### src/rtl/hazard_pkg.sv
// Shared encodings and types for the pipeline hazard controller.
package hazard_pkg;

  localparam logic [1:0] FWD_RF  = 2'b00;
  localparam logic [1:0] FWD_WB  = 2'b01;
  localparam logic [1:0] FWD_MEM = 2'b10;

  localparam logic [1:0] RESULTSRC_LOAD = 2'b01;

  localparam logic [0:0] ST_IDLE = 1'b0;
  localparam logic [0:0] ST_BUSY = 1'b1;

  typedef enum logic [0:0] {
    IDLE = ST_IDLE,
    BUSY = ST_BUSY
  } mc_state_t;

  // Stall/flush bundle delivered to the pipeline registers.
  typedef struct packed {
    logic stall_f;
    logic stall_d;
    logic stall_e;
    logic flush_d;
    logic flush_e;
    logic flush_m;
  } hazard_ctrl_t;

endpackage

### src/rtl/hazard_mc_timer.sv
// Occupancy timer for multi-cycle EX ops: stalls the pipe until the final
// EX cycle, then pulses done for that cycle.
module hazard_mc_timer
  import hazard_pkg::*;
#(
  parameter int unsigned MC_LATENCY = 4
) (
  input  logic clk,
  input  logic reset,
  input  logic i_multi_cycle,
  output logic o_mc_stall,
  output logic o_mc_done
);

  localparam int unsigned CNT_W = $clog2(MC_LATENCY);
  localparam logic [CNT_W-1:0] CNT_INIT = CNT_W'(MC_LATENCY - 2);

  mc_state_t        r_state;
  mc_state_t        w_state_nxt;
  logic [CNT_W-1:0] r_cnt;
  logic [CNT_W-1:0] w_cnt_nxt;

  always_ff @(posedge clk) begin
    if (reset) begin
      r_state <= IDLE;
      r_cnt   <= '0;
    end else begin
      r_state <= w_state_nxt;
      r_cnt   <= w_cnt_nxt;
    end
  end

  // The IDLE entry cycle counts as the first stalled EX cycle.
  always_comb begin
    w_state_nxt = r_state;
    w_cnt_nxt   = r_cnt;
    o_mc_stall  = 1'b0;
    o_mc_done   = 1'b0;
    if (r_state == IDLE) begin
      if (i_multi_cycle) begin
        o_mc_stall  = 1'b1;
        w_state_nxt = BUSY;
        w_cnt_nxt   = CNT_INIT;
      end
    end else begin
      if (r_cnt != '0) begin
        o_mc_stall = 1'b1;
        w_cnt_nxt  = r_cnt - CNT_W'(1);
      end else begin
        o_mc_done   = 1'b1;
        w_state_nxt = IDLE;
      end
    end
  end

endmodule

### src/rtl/hazard_ctrl_unit.sv
// Pipeline hazard controller: EX forwarding selects, load-use and branch
// handling, and multi-cycle EX sequencing for the 5-stage core.
module hazard_ctrl_unit
  import hazard_pkg::*;
#(
  parameter int unsigned MC_LATENCY = 4,
  parameter int unsigned REG_W      = 5
) (
  input  logic             clk,
  input  logic             reset,
  input  logic [REG_W-1:0] Rs1D,
  input  logic [REG_W-1:0] Rs2D,
  input  logic [REG_W-1:0] Rs1E,
  input  logic [REG_W-1:0] Rs2E,
  input  logic [REG_W-1:0] RdE,
  input  logic [REG_W-1:0] RdM,
  input  logic [REG_W-1:0] RdW,
  input  logic [1:0]       ResultSrcE,
  input  logic             RegWriteM,
  input  logic             RegWriteW,
  input  logic             PCSrcE,
  input  logic             MultiCycleE,
  output logic             StallF,
  output logic             StallD,
  output logic             StallE,
  output logic             FlushD,
  output logic             FlushE,
  output logic             FlushM,
  output logic [1:0]       ForwardAE,
  output logic [1:0]       ForwardBE,
  output logic             McDone
);

  logic         w_mc_stall;
  logic         w_mc_done;
  logic         w_lw_stall;
  logic [1:0]   w_fwd_a;
  logic [1:0]   w_fwd_b;
  hazard_ctrl_t w_ctrl;

  hazard_mc_timer #(
    .MC_LATENCY (MC_LATENCY)
  ) u_mc_timer (
    .clk           (clk),
    .reset         (reset),
    .i_multi_cycle (MultiCycleE),
    .o_mc_stall    (w_mc_stall),
    .o_mc_done     (w_mc_done)
  );

  // MEM result is younger than WB, so it wins when both match.
  function automatic logic [1:0] fwd_sel(
    input logic [REG_W-1:0] rs,
    input logic             reg_write_m,
    input logic [REG_W-1:0] rd_m,
    input logic             reg_write_w,
    input logic [REG_W-1:0] rd_w
  );
    logic [1:0] sel;
    sel = FWD_RF;
    if (reg_write_m && (rd_m != '0) && (rd_m == rs)) begin
      sel = FWD_MEM;
    end else if (reg_write_w && (rd_w != '0) && (rd_w == rs)) begin
      sel = FWD_WB;
    end
    return sel;
  endfunction

  assign w_fwd_a = fwd_sel(Rs1E, RegWriteM, RdM, RegWriteW, RdW);
  assign w_fwd_b = fwd_sel(Rs2E, RegWriteM, RdM, RegWriteW, RdW);

  assign w_lw_stall = (ResultSrcE == RESULTSRC_LOAD) && (RdE != '0) &&
                      ((Rs1D == RdE) || (Rs2D == RdE));

  // Multi-cycle stall dominates; a taken branch squashes the load-use bubble.
  always_comb begin
    w_ctrl = '0;
    if (w_mc_stall) begin
      w_ctrl.stall_f = 1'b1;
      w_ctrl.stall_d = 1'b1;
      w_ctrl.stall_e = 1'b1;
      w_ctrl.flush_m = 1'b1;
    end else if (PCSrcE) begin
      w_ctrl.flush_d = 1'b1;
      w_ctrl.flush_e = 1'b1;
    end else if (w_lw_stall) begin
      w_ctrl.stall_f = 1'b1;
      w_ctrl.stall_d = 1'b1;
      w_ctrl.flush_e = 1'b1;
    end
  end

  // Reset flushes every pipeline register and suppresses forwarding.
  always_comb begin
    StallF    = w_ctrl.stall_f;
    StallD    = w_ctrl.stall_d;
    StallE    = w_ctrl.stall_e;
    FlushD    = w_ctrl.flush_d;
    FlushE    = w_ctrl.flush_e;
    FlushM    = w_ctrl.flush_m;
    ForwardAE = w_fwd_a;
    ForwardBE = w_fwd_b;
    McDone    = w_mc_done;
    if (reset) begin
      StallF    = 1'b0;
      StallD    = 1'b0;
      StallE    = 1'b0;
      FlushD    = 1'b1;
      FlushE    = 1'b1;
      FlushM    = 1'b1;
      ForwardAE = FWD_RF;
      ForwardBE = FWD_RF;
      McDone    = 1'b0;
    end
  end

endmodule

### config.mk
export PLATFORM = sky130hd
export DESIGN_NAME = hazard_ctrl_unit
export DESIGN_NICKNAME = d
export VERILOG_FILES = /design/src/rtl/hazard_pkg.sv /design/src/rtl/hazard_mc_timer.sv /design/src/rtl/hazard_ctrl_unit.sv
export SDC_FILE = /design/constraint.sdc
export NUM_CORES = 1
export LEC_CHECK = 0
export ABC_AREA = 1
export CORE_UTILIZATION = 37
export CTS_CLUSTER_SIZE = 16
export DETAILED_ROUTE_END_ITERATION = 7
export PLACE_DENSITY = 0.95
export SLEW_MARGIN = 20
export SYNTH_ARGS = -nofsm -noshare
export SYNTH_HDL_FRONTEND = slang
export SYNTH_HIERARCHICAL = 1
export SYNTH_SLANG_ARGS = --single-unit
### constraint.sdc
create_clock -name clk -period 2.7 [get_ports clk]
set_clock_uncertainty 0.05 [all_clocks]
set_input_delay 0.54 -clock clk [delete_from_list [all_inputs] [get_ports clk]]
set_output_delay 0.54 -clock clk [all_outputs]
set_load 0.01 [all_outputs]
### Word level (Yosys, flattened, before mapping)

Cells that the tools add are included.

| storage, ports and cells | value |
|---|---|
| input port bits | 43 |
| output and inout bits | 11 |
| logic and storage cells | 55 |
| bits in registers | 3 |

| cells by class | value |
|---|---|
| add/sub/neg operators | 1 |
| reductions and logical operators | 15 |
| multiplexer cells | 29 |
| equality and inequality tests | 8 |

Operators with widths:

| operator | number |
|---|---|
| equality test 5 bit | 6 |
| 2-to-1 mux 2 bit | 11 |
| 2-to-1 mux 1 bit | 18 |
| nonzero test 5 bit | 3 |
| logical AND 1 bit | 8 |
| nonzero test 2 bit | 2 |
| equality test 2 x 1 -> 1 bit (second input constant) | 1 |
| inequality test 2 bit (second input constant) | 1 |
| AND reduction 2 bit | 1 |
| subtractor 2 x 1 -> 2 bit (second input constant) | 1 |
| logical OR 1 bit | 1 |

### Depth between registers and ports, before layout

Gate-level depths: netlist (run 1).

| logic depth | value |
|---|---|
| depth in word-level cells | 7 |
| gate-level depth with buffers | 10 |
| depth with buffers taken out | 10 |

### Cells and area by module

Netlist (run 1), hierarchy kept.

By module, submodules not included:

| module | instances | seq. area each (um^2) | cells an instance | area each (um^2) |
|---|---|---|---|---|
| hazard_ctrl_unit | 1 | 0.0 | 119 | 585.6 |
| hazard_mc_timer | 1 | 60.1 | 24 | 150.1 |

### Least setup slack after synthesis (run 1)

No wires, ideal clock.

| path | value |
|---|---|
| path type | register to output |
| start point | register u_mc_timer.r_cnt[0] |
| end point | output port StallF |
| cell stages (with the launch flop) | 11 |
| data arrival time | 1332 ps |
| path buffers | 1 |
| slack | 778 ps |
| required time | 2110 ps |
| cells stage by stage | dfxtp_1 > inv_1 > ha_1 > inv_1 > nand2_1 > nand2_1 > inv_1 > nor2_1 > inv_1 > nand2_1 > buf_4 |

| on the way | value |
|---|---|
| longest elaborated chain between the ends | 5 |

Ends and longest elaborated chain:

| what | line | text |
|---|---|---|
| from (decl) | hazard_mc_timer.sv:20 | `logic [CNT_W-1:0] r_cnt;` |
| from (signal assigned) | hazard_mc_timer.sv:29 | `r_cnt <= w_cnt_nxt;` |
| nonzero test 2 bit | hazard_mc_timer.sv:46 | `if (r_cnt != '0) begin` |
| 2-to-1 mux 1 bit | hazard_mc_timer.sv:46 |  |
| 2-to-1 mux 1 bit | hazard_mc_timer.sv:39 | `if (r_state == IDLE) begin` |
| via w_mc_stall | hazard_ctrl_unit.sv:34 | `logic w_mc_stall;` |
| 2-to-1 mux 2 bit | hazard_ctrl_unit.sv:78 | `if (w_mc_stall) begin` |
| 2-to-1 mux 1 bit | hazard_ctrl_unit.sv:104 | `if (reset) begin` |
| to (decl) | hazard_ctrl_unit.sv:23 | `output logic StallF,` |

The timed path passes the listed nets, and every way through them passes these cells.

### Worst setup path in the final report (run 1)

| path | value |
|---|---|
| start point | input port RdM[4] |
| end point | output port ForwardAE[1] |

| on the way | value |
|---|---|
| longest elaborated chain between the ends | 5 |
| elaborated cells between the ends (all ways) | 6 |
| those cells by class | eq/ne: 1; mux: 2; reduce/logical: 3 |

Ends and longest elaborated chain:

| what | line | text |
|---|---|---|
| from (decl) | hazard_ctrl_unit.sv:16 | `input logic [REG_W-1:0] RdM,` |
| nonzero test 5 bit | hazard_ctrl_unit.sv:61 | `if (reg_write_m && (rd_m != '0) && (rd_m == rs)) begin` |
| logical AND 1 bit | hazard_ctrl_unit.sv:61 |  |
| logical AND 1 bit * | hazard_ctrl_unit.sv:61 |  |
| 2-to-1 mux 2 bit * | hazard_ctrl_unit.sv:61 |  |
| 2-to-1 mux 2 bit * | hazard_ctrl_unit.sv:104 |  |
| to (decl) | hazard_ctrl_unit.sv:29 | `output logic [1:0] ForwardAE,` |

Mark *: on every way between the ends. The rest lies on a longest branch, timed or not.

==> reports/metrics.cfg, run 1 <==
[critical_path]
rr_worst_depth = 6
crit_path_max_fanout = 4
crit_path_end_kind = output port
critPathLaunch = RdM[4]
crit_type = input pin to output port
start_kind = input pin
required_ns = 2.11
r2r-start = u_mc_timer/r_cnt[0]$_SDFFE_PP0P_
crit_arrival_ns = 1.96

[run_status]
status = finished, final reports clean

[grt]
grt_pass1_vias = 1011
grt.total_usage_pct = 23.30
antenna_found_initial = 0
gr-total-overflow = 0
grt_pass1_wl_mm = 3.657
grt_max_degree = 8

[synthesis]
ys_ff_latch = 3
synth_cells = 143
synth_area_sq_um = 735.7
yosysUniqueCellTypes = 17
synthesis.nets = 187
syn_avg_cell_area_sq_um = 5.145
yosysWarnings = 6
ys_seq_area_share_pct = 8.163

[pwr]
peakVddDrop_mv = 0.1644
sw_frac_of_total_pct = 33.96
p_clk_share_pct = 23.4
power_density_nw_per_um2 = 245.7
p_int_w = 0.0002158
power.leakage_nw = 0.6797
comb_power_share_pct = 60.7
power_switching_w = 0.0001110
sequentialPowerShare_pct = 15.8
power.total_w = 0.0003268

[floorplan]
rows = 15
die_y_um = 46.59
io_pins = 54
die_w_um = 46.59
core-area_sq_um = 1802
start_util_pct = 40.83
dieArea_sq_um = 2171

[cells_and_area]
layout_commonest_cell = clkdlybuf4s50_1
nets = 247
utilization_pct = 73.82
multi_input_area_sq_um = 555.5
fin_area_sq_um = 1330
drive_above_1_share_pct = 3.960
num_antenna_cells = 0
syn_to_final_growth_pct = 80.78
nFillCells = 159
final_cell_mix = 46 x clkdlybuf4s50_1, 38 x nand2_1, 30 x inv_1, 27 x nor2_1, 19 x xnor2_1
area.sequential_sq_um = 60.06

[placed_design]
post_dp_cell_area_sq_um = 1313
place.detailed.hpwl_mm = 2.157
place.gp.congestion = 0.8967
port_buffers = 53

[timing]
min_period_ns = 2.550
period_share_pct = 94.43
relSlewSlack_pct = 80.28
worstMarginPinSlew_ns = 0.2932
clock.fmax_mhz = 392.2
setup_viol = 0
slew_viol_final = 0
whs_ns = 0.4216
rsz0062_at_grt = false
hold_violations = 0

[routing]
routedWlPerCell_um = 10.44
drtIter0Drc = 4
route.final.wire_length_mm = 2.369
avgViaCountPerCell = 4.692
drt_first_pass_iters = 3
remaining_drc_errors = 0
vias = 1065
ant_nets = 0

[clock_network]
postCtsSetupRepairBufs = 0
cts.sinks = 3
cts_max_level = 1
cts_buffers = 3
insertion_delay_ns = 0.23
cts_root_buffer = clkbuf_4
cts_tree = yes
clk_pin_slew_ns = 0.04
clockBufferDepth = 2

[worst_hold_path]
whs_path_depth = 2
min_from = u_mc_timer/r_cnt[1]$_SDFFE_PP0P_
hold_class = register to register

[flow_run]
max_cap_violations = 0

-- worst paths after layout --
| path | to | slack (ns) |
|---|---|---|
| worst min register to register | u_mc_timer/r_cnt[1]$_SDFFE_PP0P_ | 0.42 |
| worst max register to register | u_mc_timer/r_cnt[0]$_SDFFE_PP0P_ | 1.65 |
| worst min-delay path | u_mc_timer/r_cnt[1]$_SDFFE_PP0P_ | 0.42 |
| worst max-delay path | ForwardAE[1] | 0.15 |
-- Yosys cell counts --
cell       n  share of area, %
nor2_1    27                14
o21ai_0    4               2.7
nand3_2    1               1.4
dfxtp_1    3               8.2
nand3b_1   1               1.0
nand4_1    1              0.85
xnor2_1   19                23
a21oi_1    3               2.0
nor3_1     1              0.68
buf_4      1               1.0
nor4_1     2               1.7
inv_1     30                15
nand2_2    1              0.85
nand3_1    9               6.1
nand2_1   38                19
o21ai_1    1              0.68
ha_1       1               1.7
-- per-layer routing --
layer	share of wire, %	vias to the layer above	GRT usage [%]	wire length [um]
met1	35	460	20.79	824
met2	54	49	46.94	1270
met3	8.9	7	5.098	210
li1	-	549	-	-
met5	0	-	0	0
met4	2.7	0	11.76	63
-- registers in the layout, indices dropped and copies added (netlist names) --
name,flops
u_mc_timer/r_state,1
u_mc_timer/r_cnt,2
-- cell families (layout without fill, tap and decap cells) --
kind of cell / count (synthesis) / after routing / share of synthesized area [%]
AO/OA/AOI/OAI: 8 / 8 / 5.441
adder cells (fa/ha/maj): 1 / 1 / 1.700
XOR/XNOR: 19 / 19 / 22.62
buffers and inverters: 31 / 90 / 16.33
AND/OR/NAND/NOR: 81 / 81 / 45.75
flip-flops: 3 / 3 / 8.164
-- power groups by stage --
| stage | logic, W | clock network, W | registers (W) |
|---|---|---|---|
| 2_1_floorplan | 0.0000885 | 0 | 0.0000519 |
| 3_3_place_gp | 0.000193 | 0 | 0.0000521 |
| 3_5_place_dp | 0.000202 | 0 | 0.0000525 |
| 4_1_cts | 0.000199 | 0.0000783 | 0.0000518 |
| 5_1_grt | 0.000219 | 0.0000885 | 0.0000526 |
| 6_report | 0.000198 | 0.0000765 | 0.0000518 |
-- cell type report --
cell class | instances | area share [%]
Inverter | 30 | 8.467
Sequential cell | 3 | 4.516
Timing Repair Buffer | 56 | 40.92
Tap cell | 25 | 2.352
Clock buffer | 4 | 1.976
Multi-Input combinational cell | 109 | 41.77
-- critical path, stage by stage --
cell and delay, ns:
clkdlybuf4s50_1 0.55, inv_1 0.08, nand3_2 0.08, nand2_2 0.07, nor4_1 0.32, dlygate4sd2_1 0.31
-- what timing repair did --
item | in CTS | in global routing
gates resized for setup | 7 | 0
hold endpoints to repair | 0 | 0
hold buffers | 0 | 0
endpoints found under the setup margin | 7 | 0
-- per-stage QoR --
stage | setup TNS [ns] | setup WS, ns | cells
2_1_floorplan | 0 | 0.7778 | 143
3_3_place_gp | -0.1570 | -0.03964 | 223
3_5_place_dp | -0.6268 | -0.1293 | 223
4_1_cts | 0 | 0.1495 | 227
5_1_grt | 0 | 0.006260 | 227
6_report | 0 | 0.1505 | 227
(Power assumes the default switching activity.)
==> run 2: changes to the inputs <==
--- a/config.mk
+++ b/config.mk
@@ -6,10 +6,13 @@
 export NUM_CORES = 1
 export LEC_CHECK = 0
 export ABC_AREA = 1
+export ABC_CLOCK_PERIOD_IN_PS = 2700
 export CORE_UTILIZATION = 37
 export CTS_CLUSTER_SIZE = 16
 export DETAILED_ROUTE_END_ITERATION = 7
 export PLACE_DENSITY = 0.95
+export SETUP_SLACK_MARGIN = 0.15
+export SKIP_CTS_REPAIR_TIMING = 1
 export SLEW_MARGIN = 20
 export SYNTH_ARGS = -nofsm -noshare
 export SYNTH_HDL_FRONTEND = slang
==> reports/metrics.cfg, run 2 (same netlist as run 1, synthesis figures left out) <==
[critical_path]
path_cells = clkdlybuf4s50_1, xnor2_1, nand2_1, nor2_1, nand3_1, a21oi_1, dlymetal6s2s_1
crit_path_end = ForwardAE[0]
r2r-start = u_mc_timer/r_cnt[0]$_SDFFE_PP0P_
start_kind = input pin
crit_buf_inv = 2
rr_worst_depth = 6
critPathLaunch = Rs1E[4]
r2r_slack_ns = 1.65
crit_slowest_cell = clkdlybuf4s50_1
crit_arrival_ns = 1.84
crit_family = buffers and inverters
crit_cells = 7
crit_path_end_kind = output port
crit_path_max_fanout = 2
required_ns = 2.11
max_stage_delay_ns = 0.55
crit_type = input pin to output port
reg2reg_to = u_mc_timer/r_cnt[0]$_SDFFE_PP0P_

[pwr]
p_int_w = 0.0002156
power_switching_w = 0.0001142
sequentialPowerShare_pct = 15.7
peakVddDrop_mv = 0.1618
power_density_nw_per_um2 = 243.4
sw_frac_of_total_pct = 34.63
p_clk_share_pct = 23.3
power.total_w = 0.0003298
comb_power_share_pct = 61.0
power.leakage_nw = 0.7587

[grt]
grtUsageMet2_pct = 46.94
antenna_found_initial = 0
met1_usage_pct = 20.79
busiest_layer = met2
met3_usage_pct = 5.098
gr-total-overflow = 0
grt.total_usage_pct = 23.30
grt_max_degree = 8
grt_pass1_vias = 1011
grt_pass1_wl_mm = 3.657

[routing]
remaining_drc_errors = 0
drt_first_pass_iters = 4
avgViaCountPerCell = 4.789
vias = 1087
route.final.wire_length_mm = 2.475
routedWlPerCell_um = 10.90
drtIter0Drc = 9
ant_nets = 0

[placed_design]
post_dp_cell_area_sq_um = 1313
place.detailed.hpwl_mm = 2.157
place.gp.congestion = 0.8967
port_buffers = 53

[cells_and_area]
num_antenna_cells = 0
top_register = u_mc_timer/r_cnt
reg.largest.list = u_mc_timer/r_cnt x2, u_mc_timer/r_state x1
layout_commonest_cell = clkdlybuf4s50_1
multi_input_area_sq_um = 564.3
nFillCells = 152
syn_to_final_growth_pct = 84.18
fin_area_sq_um = 1355
final_cell_mix = 44 x clkdlybuf4s50_1, 38 x nand2_1, 30 x inv_1, 26 x nor2_1, 19 x xnor2_1
area.sequential_sq_um = 60.06
drive_above_1_share_pct = 5.941
largest_reg_flops = 2
nets = 247

[timing]
setup_viol = 0
rsz0062_at_grt = true
worstMarginPinSlew_ns = 0.2265
relSlewSlack_pct = 84.77
slew_viol_final = 0
period_share_pct = 90.06
min_period_ns = 2.432
hold_violations = 0
clock.fmax_mhz = 411.2

[floorplan]
dieArea_sq_um = 2171
rows = 15
die_y_um = 46.59
start_util_pct = 40.83
core-area_sq_um = 1802
io_pins = 54
die_w_um = 46.59

[clock_network]
cts_max_level = 1
insertion_delay_ns = 0.23
cts_tree = yes
clockBufferDepth = 2
cts.sinks = 3
cts_root_buffer = clkbuf_4
clk_pin_slew_ns = 0.04
cts_buffers = 3

[run_status]
status = finished, final reports clean

[worst_hold_path]
hold_class = register to register

[flow_run]
max_cap_violations = 0

==> run 2: cell count changes in the layout (fill, tap and decap cells not counted), sizes merged <==
cell,delta
clkdlybuf4s50,-2
clkbuf,+2
dlygate4sd2,-7
dlymetal6s2s,+7
==> run 2: area by class of cell <==
type                    count  share of cell area (%)
clock buffers               4                   1.939
repair buffers             56                   41.37
multi-input cells         109                   41.64
well taps                  25                   2.308
flip-flops and latches      3                   4.432
inverters                  30                   8.310
==> run 2: how the worst min path moves through the flow <==
stage                                  endpoint  slack [ns]                              from  cells past startpoint
2_1_floorplan  u_mc_timer/r_cnt[1]$_SDFFE_PP0P_        0.39  u_mc_timer/r_cnt[1]$_SDFFE_PP0P_                      2
3_3_place_gp   u_mc_timer/r_cnt[1]$_SDFFE_PP0P_        0.40  u_mc_timer/r_cnt[1]$_SDFFE_PP0P_                      2
3_5_place_dp   u_mc_timer/r_cnt[1]$_SDFFE_PP0P_        0.42  u_mc_timer/r_cnt[1]$_SDFFE_PP0P_                      2
4_1_cts        u_mc_timer/r_cnt[1]$_SDFFE_PP0P_        0.43  u_mc_timer/r_cnt[1]$_SDFFE_PP0P_                      2
5_1_grt        u_mc_timer/r_cnt[1]$_SDFFE_PP0P_        0.47  u_mc_timer/r_cnt[1]$_SDFFE_PP0P_                      2
6_report       u_mc_timer/r_cnt[1]$_SDFFE_PP0P_        0.42  u_mc_timer/r_cnt[1]$_SDFFE_PP0P_                      2
==> run 2: worst reg2reg max path, stage by stage (launching register included) <==
cell     delay (ns)
dfxtp_1        0.30
inv_1          0.06
ha_1           0.21
nand2_1        0.09
o21ai_1        0.09
nor2_1         0.10
nor2_1         0.05
==> run 2: through the flow <==
step	setup WS [ns]	util [%]	cells	hold slack, ns	setup TNS, ns
2_1_floorplan	0.7778	-	143	0.3892	0
3_3_place_gp	-0.03964	72.85	223	0.4007	-0.1570
3_5_place_dp	-0.1293	72.85	223	0.4201	-0.6268
4_1_cts	-0.1504	74.31	227	0.4284	-0.6626
5_1_grt	0.1211	75.21	227	0.4685	0
6_report	0.2683	75.21	227	0.4211	0
==> run 2: power by group through the flow <==
| stage | Clock (W) | Sequential (W) | Combinational [W] |
|---|---|---|---|
| after CTS | 0.0000783 | 0.0000518 | 0.000203 |
| after detailed placement | 0 | 0.0000525 | 0.000202 |
| final | 0.0000769 | 0.0000518 | 0.000201 |
| after global routing | 0.0000883 | 0.0000526 | 0.000221 |
| after global placement | 0 | 0.0000521 | 0.000193 |
| after floorplan | 0 | 0.0000519 | 0.0000885 |
==> run 2: per-layer routing <==
layer / wire length (um) / up-vias / part of all wire, %
li1: - / 551 / -
met1: 849 / 482 / 34
met2: 1344 / 48 / 54
met3: 220 / 6 / 8.9
met4: 61 / 0 / 2.5
met5: 0 / - / 0
